### config.mk
export PLATFORM = sky130hd
export DESIGN_NAME = mult_pipe_sa
export DESIGN_NICKNAME = d
export VERILOG_FILES = /design/src/rtl/mult_pipe_sa.sv
export SDC_FILE = /design/constraint.sdc
export NUM_CORES = 1
export LEC_CHECK = 0
export CAP_MARGIN = 30
export CORE_UTILIZATION = 52
export CTS_BUF_LIST = sky130_fd_sc_hd__clkbuf_8
export DETAILED_ROUTE_END_ITERATION = 12
export PLACE_DENSITY = 0.69
export SLEW_MARGIN = 20
export SYNTH_ARGS = -nofsm -noshare
export SYNTH_HDL_FRONTEND = slang
export SYNTH_SLANG_ARGS = --single-unit
### constraint.sdc
create_clock -name clk -period 11.1 [get_ports clk]
set_input_delay 2.775 -clock clk [delete_from_list [all_inputs] [get_ports clk]]
set_output_delay 2.775 -clock clk [all_outputs]
set_load 0.02 [all_outputs]
### src/rtl/mult_pipe_sa.sv
// Fully pipelined shift-add multiplier: WB stages, one multiplier bit retired per stage,
// per-op signed/unsigned mode, tag sideband, valid/ready with global stall and flush.
module mult_pipe_sa #(
   parameter int WA    = 8,
   parameter int WB    = 8,
   parameter int TAG_W = 4
) (
   input  logic             clk,
   input  logic             rst_n,
   input  logic             flush,
   input  logic             in_valid,
   output logic             in_ready,
   input  logic             signed_en,
   input  logic [WA-1:0]    mult_1,
   input  logic [WB-1:0]    mult_2,
   input  logic [TAG_W-1:0] in_tag,
   output logic [WA+WB-1:0] result,
   output logic [TAG_W-1:0] out_tag,
   output logic             result_rdy,
   input  logic             out_ready,
   output logic             busy
);
   localparam int WP = WA + WB;

   logic             vld_p  [WB];
   logic [WP-1:0]    psum_p [WB];
   logic [TAG_W-1:0] tag_p  [WB];
   // the output stage only needs the finished sum, so operand/mode state stops one stage short
   logic [WP-1:0]    a_p    [WB-1];
   logic [WB-1:0]    b_p    [WB-1];
   logic             sgn_p  [WB-1];
   logic             advance;

   function automatic logic [WP-1:0] extend(input logic [WA-1:0] v, input logic s);
      return {{WB{s & v[WA-1]}}, v};
   endfunction

   function automatic logic [WP-1:0] step(input logic [WP-1:0] p, input logic [WP-1:0] a,
                                          input logic bit_k, input logic neg);
      if (!bit_k) return p;
      return neg ? p - a : p + a;
   endfunction

   assign advance    = !vld_p[WB-1] || out_ready;
   assign in_ready   = advance;
   assign result     = psum_p[WB-1];
   assign out_tag    = tag_p[WB-1];
   assign result_rdy = vld_p[WB-1];

   always_comb begin
      busy = 1'b0;
      for (int k = 0; k < WB; k++) busy = busy | vld_p[k];
   end

   always_ff @(posedge clk) begin
      if (!rst_n) begin
         for (int k = 0; k < WB; k++) begin
            vld_p[k]  <= 1'b0;
            psum_p[k] <= '0;
            tag_p[k]  <= '0;
         end
         for (int k = 0; k < WB-1; k++) begin
            a_p[k]   <= '0;
            b_p[k]   <= '0;
            sgn_p[k] <= 1'b0;
         end
      end else begin
         if (flush) begin
            for (int k = 0; k < WB; k++) vld_p[k] <= 1'b0;
         end else if (advance) begin
            vld_p[0] <= in_valid;
            for (int k = 1; k < WB; k++) vld_p[k] <= vld_p[k-1];
         end

         if (advance) begin
            // S0 retires multiplier bit 0 on load; b_p holds only the bits still to be applied
            a_p[0]    <= extend(mult_1, signed_en);
            b_p[0]    <= mult_2 >> 1;
            sgn_p[0]  <= signed_en;
            tag_p[0]  <= in_tag;
            psum_p[0] <= mult_2[0] ? extend(mult_1, signed_en) : '0;
            for (int k = 1; k < WB-1; k++) begin
               a_p[k]   <= a_p[k-1] << 1;
               b_p[k]   <= b_p[k-1] >> 1;
               sgn_p[k] <= sgn_p[k-1];
            end
            // the multiplier MSB carries negative weight for two's complement operands
            for (int k = 1; k < WB; k++) begin
               psum_p[k] <= step(psum_p[k-1], a_p[k-1] << 1, b_p[k-1][0],
                                 (k == WB-1) && sgn_p[k-1]);
               tag_p[k]  <= tag_p[k-1];
            end
         end
      end
   end
endmodule

# ---- Word-level counts from Yosys, hierarchy flattened
# Memories as Yosys holds them, arrays and structs flattened.
# Cells that the tools add are included.
dict set report totals {
  reg_bits 0
  latch_bits 0
  ram_bits 336
  romBits 0
  in_bits 26
  out_inout_bits 23
  word_cells 191
  mem_count 6
}
# memory depth width read_ports rd_ports_with_merged_regs wr line_no
set memory_table {}
lappend memory_table {psum_p 8 16 8 0 8 26} ;# logic [WP-1:0] psum_p [WB];
lappend memory_table {a_p 7 16 7 0 7 29} ;# logic [WP-1:0] a_p [WB-1];
lappend memory_table {b_p 7 7 7 0 7 30} ;# logic [WB-1:0] b_p [WB-1];
lappend memory_table {tag_p 8 4 8 0 8 27} ;# logic [TAG_W-1:0] tag_p [WB];
lappend memory_table {vld_p 8 1 8 0 8 25} ;# logic vld_p [WB];
lappend memory_table {sgn_p 7 1 7 0 7 31} ;# logic sgn_p [WB-1];
dict set report classes {
  addsub 8
  multipliers 0
  div_mod_pow 0
  n_lt_le_gt_ge 0
  n_eq_ne 0
  n_shift 0
  mux 114
  bitwise 61
  n_reduce_logical 2
}
# op count
set op_table {}
lappend op_table {{$mux 16} 45}
lappend op_table {{$add 16x16->16} 7}
lappend op_table {{$or 1x1->1} 60}
lappend op_table {{$mux 1} 54}
lappend op_table {{$mux 7} 7}
lappend op_table {{$mux 4} 8}
lappend op_table {{$sub 16x16->16} 1}
lappend op_table {{$and 1x1->1} 1}
lappend op_table {{$logic_not 1->1} 1}
lappend op_table {{$logic_or 1x1->1} 1}

# ---- Longest topological paths before layout
# An unclocked memory read counts as a cell.
dict set report logic_depth {
  word_depth 9
  depth_mapped 13
  depth_no_buf 13
}

# ---- Least setup slack after synthesis
# No wires, ideal clock.
dict set report synth_path {
  kind {in2reg}
  start {in rst_n}
  end {mem a_p[0][0] (netlist name), enable pin}
  setup_time_ns 2.527
  t_arrival_ns 9.026
  required_time_ns 8.573
  path_slack_ns -0.452
  path_stages 4
  n_path_buf 3
  path_cell_list {clkbuf_1 -> clkbuf_1 -> clkbuf_1 -> nand3b_1}
}
# item line_no
set synth_rtl {}
lappend synth_rtl {{start, declared} 9} ;# input logic rst_n,
lappend synth_rtl {{end, declared} 29}

# ---- Worst setup path in the final report
dict set report layout_path {
  start {in out_ready}
  end {out in_ready}
}
dict set report layout_via {
  elab_chain_cells 1
}
# item line_no
set layout_lines {}
lappend layout_lines {{start, declared} 20} ;# input logic out_ready,
lappend layout_lines {{$logic_or 1x1->1} 44} ;# assign advance = !vld_p[WB-1] || out_ready;
lappend layout_lines {{end, declared} 12} ;# output logic in_ready,
# No other way between the ends.

==> results.tsv <==
stage	metric	value	unit
routing	drt first-iter violations	389	
critical_path	arrival time reported for the critical path endpoint	4.37	ns
clock_network	count of buffers added by post-CTS timing repair for setup	0	
die	width of the chip	164.2	microns
clock_network	sinks on the clock net	259	
final_layout	number of nets at the end of the flow	1272	
run	number of max-capacitance violations reported	0	
clock_network	CTS H-tree lvls	2	
timing	slack of the critical path	3.953	ns
clock_network	CTS root buffer	sky130_fd_sc_hd__clkbuf_8	
die	I/O Pins	49	
critical_path	Critical Path Source Type	input port	
final_layout	Inserted Diodes	0	
global_routing	peak-usage layer in the global routing report	met2	
synthesis	fraction of registers with async set or reset after synthesis	0	%
global_routing	maximum number of pins on one net before global-route repair	162	
timing	count of final max-slew check failures	0	
synthesis	cell taking the most area after synthesis	sky130_fd_sc_hd__edfxtp_1	
synthesis	number of different library cells in the post-synthesis netlist	56	
routing	post-DR vias/cell	5.442	
global_routing	global-route wire length before repair	36.26	mm
synthesis	Yosys Warn Count	0	
pwr	power per unit of standard cell area	126.4	nW/um^2
run_status	outcome	completed	
pwr	relative contribution of the clock network to total power	37.6	%
clock_network	clock network latency to the later pin of the worst-skew pair	0.54	ns
synthesis	register area share after synthesis	56.68	%
global_routing	number of antenna violations at the first check in global routing	0	
die	core footprint	25910	sq um
global_routing	vias in the first global route	8186	
final_layout	filler cell count in the final layout	2098	
critical_path	data required time at the worst endpoint	8.33	ns
timing	minimum clock period	7.147	ns
routing	DR DRC count	0	
clock_network	clock slew at the register clock pins of the worst setup and hold paths	0.06	ns
timing	worst hold slack	0.5211	ns
worst_hold_path	worst hold-check path type	reg -> reg	
global_routing	global routing met3 resource utilization	3.232	%
critical_path	CP cell instances	clkdlybuf4s50_1, nand2b_4, clkdlybuf4s50_1	
timing	post-route fraction of the period consumed by the critical path	64.39	%
clock_network	Num CTS Buffers	43	
synthesis	Synth top area share	56.39	%
placement	Final GP Congestion	0.8289	
critical_path	cell repeated most along the worst path	sky130_fd_sc_hd__clkdlybuf4s50_1	
clock_network	number of buffers between clock root and the deepest sink	3	
timing	maximum achievable frequency	0.1399	GHz
critical_path	crit end category	primary output	
die	total die area	26970	sq um
synthesis	Yosys reg bits	259	
global_routing	Overflow after GRT	0	
synthesis	Cells after Synth	1140	
global_routing	GRT met2 Usage	31.47	%
die	Std-Cell Rows	59	
timing	final setup violation count	0	
placement	post-placement worst setup slack	3.941	ns
final_layout	final non-filler cell area	15040	sq um
routing	Routed WL	21.63	mm
timing	normalized max-slew margin	43.09	%
timing	Clock Skews	0.01659	ns
global_routing	overall track demand over capacity in global routing	16.54	%
critical_path	crit path max fanout	48	
routing	1st-pass router iterations	5	
pwr	maximum vdd drop	0.1010	mV
die	height of the die	164.2	microns
clock_network	hold_buf cts	0	
final_layout	area growth from synthesis to layout	9.891	%
timing	Hold Fails Final Rpt	0	
pwr	switching part of the total	21.67	%
clock_network	clock tree from TritonCTS	yes	
synthesis	leading cell types by total area after synthesis	sky130_fd_sc_hd__edfxtp_1 56%, sky130_fd_sc_hd__ha_1 6.7%, sky130_fd_sc_hd__and3_1 5.5%	
synthesis	most instantiated library cell after synthesis	sky130_fd_sc_hd__edfxtp_1	
die	effective utilization at floorplan	52.82	%
routing	number of nets with antenna violations after routing	0	
routing	Routed WL per cell	14.15	microns
critical_path	longest individual stage delay on the worst path	0.70	ns
clock_network	number of gates given a new drive strength after cts	0	
global_routing	Global Route met1 Usage	18.12	%
routing	via count	8321	
critical_path	cell with the biggest individual delay on the critical path	sky130_fd_sc_hd__clkdlybuf4s50_1	
pwr	switching power total	0.4119	mW
placement	post-place instance area	14320	sq um
pwr	combinational cell fraction of total power	4.7	%
critical_path	classification of the worst setup path	in -> out	
timing	RSZ-0062 raised after global routing	no	
synthesis	dominant register cell in the synthesized netlist	sky130_fd_sc_hd__edfxtp_1	
final_layout	layout cell share with drive strength beyond 1	6.616	%
placement	number of I/O port buffers	48	
pwr	part of the total power dissipated in sequential elements	57.7	%
synthesis	Synth top cells by count	257 x sky130_fd_sc_hd__edfxtp_1, 121 x sky130_fd_sc_hd__and3_1, 85 x sky130_fd_sc_hd__nor2_1, 73 x sky130_fd_sc_hd__ha_1, 56 x sky130_fd_sc_hd__a21oi_1	
synthesis	Avg Synthesized Cell Area	12.01	sq um
synthesis	Netlist Area Pre-Place	13690	sq um
synthesis	Syn Nets	1245	
placement	HPWL reported at the end of detailed placement	13.80	mm
synthesis	number of enable flip-flop cells after synthesis	257	
timing	Worst Max-Slew Pin Slew	0.8536	ns
pwr	standby leakage power	6.593	nW
pwr	Pint	1.489	mW
-- power by group through the flow --
stage          combinational (mW)  clock [mW]  sequential [mW]
3_5_place_dp               0.0904           0             1.12
2_1_floorplan              0.0702           0             1.11
6_report                   0.0901       0.714             1.10
5_1_grt                     0.102       0.780             1.10
4_1_cts                    0.0908       0.738             1.10
3_3_place_gp               0.0876           0             1.12
-- routing by layer --
| layer | up-vias | wire [microns] | share of wire (%) |
|---|---|---|---|
| met4 | 0 | 393 | 1.8 |
| met2 | 127 | 11800 | 55 |
| met3 | 34 | 732 | 3.4 |
| met5 | - | 0 | 0 |
| li1 | 4248 | - | - |
| met1 | 3912 | 8706 | 40 |
-- worst max-delay path: cells and delay by family --
family	cells	cell delay, ns
buffers and inverters	2	1.17
and+or+nand+nor	1	0.42
-- sequential cells by signal (all words and copies together), names as in the netlist --
register / flops
b_p: 28
vld_p: 8
sgn_p: 7
psum_p: 121
a_p: 63
tag_p: 32
-- worst paths after layout --
path | endpoint | slack [ns] | startpoint | cells past startpoint
worst min register to register | psum_p[3][1] | 0.52 | psum_p[2][17] | 1
worst min-delay path | psum_p[3][1] | 0.52 | psum_p[2][17] | 1
worst max-delay path | in_ready | 3.95 | out_ready | 3
worst max register to register | psum_p[3][31] | 7.96 | a_p[6][6] | 13
-- per-stage QoR --
step	utilization [%]	power (mW)	instances	setup TNS [ns]
2_1_floorplan	-	1.182	1140	-17.03
4_1_cts	58.05	1.925	1529	0
3_5_place_dp	55.27	1.207	1457	0
5_1_grt	58.05	1.980	1529	0
3_3_place_gp	55.19	1.203	1456	0
6_report	58.05	1.901	1529	0
-- cells in the final DEF (no fill, tap or decap), drive strengths merged, types with 12 or more instances in the layout --
| cell | Yosys | routed |
|---|---|---|
| a21o | 24 | 24 |
| a21oi | 57 | 57 |
| and2 | 55 | 55 |
| and3 | 121 | 121 |
| clkbuf | 47 | 43 |
| clkdlybuf4s50 | 0 | 47 |
| edfxtp | 257 | 257 |
| ha | 73 | 73 |
| inv | 40 | 58 |
| mux2i | 49 | 49 |
| nand2 | 35 | 35 |
| nand3 | 20 | 20 |
| nand3b | 12 | 12 |
| nor2 | 85 | 85 |
| nor2b | 21 | 21 |
| nor3 | 13 | 13 |
| o21ai | 34 | 34 |
| xnor2 | 45 | 45 |
| xor2 | 14 | 14 |
-- cell type report --
cell class,instances,area (sq um),share of cell area [%]
clock buffers,43,591.8,3.935
well taps,335,419.2,2.787
clock inverters,29,127.6,0.8485
flip-flops and latches,259,7757,51.58
inverters,40,150.1,0.9983
repair buffers,56,563.0,3.743
multi-input cells,767,5431,36.11
-- logic make-up after synthesis --
logic type | share of synthesized area, %
xor+xnor | 3.776
buf+inv | 3.711
fa+ha+maj | 7.551
flops | 56.68
simple gates | 16.04
compound gates | 8.081
mux | 4.159
No activity file was read; power rests on OpenSTA's default activity.
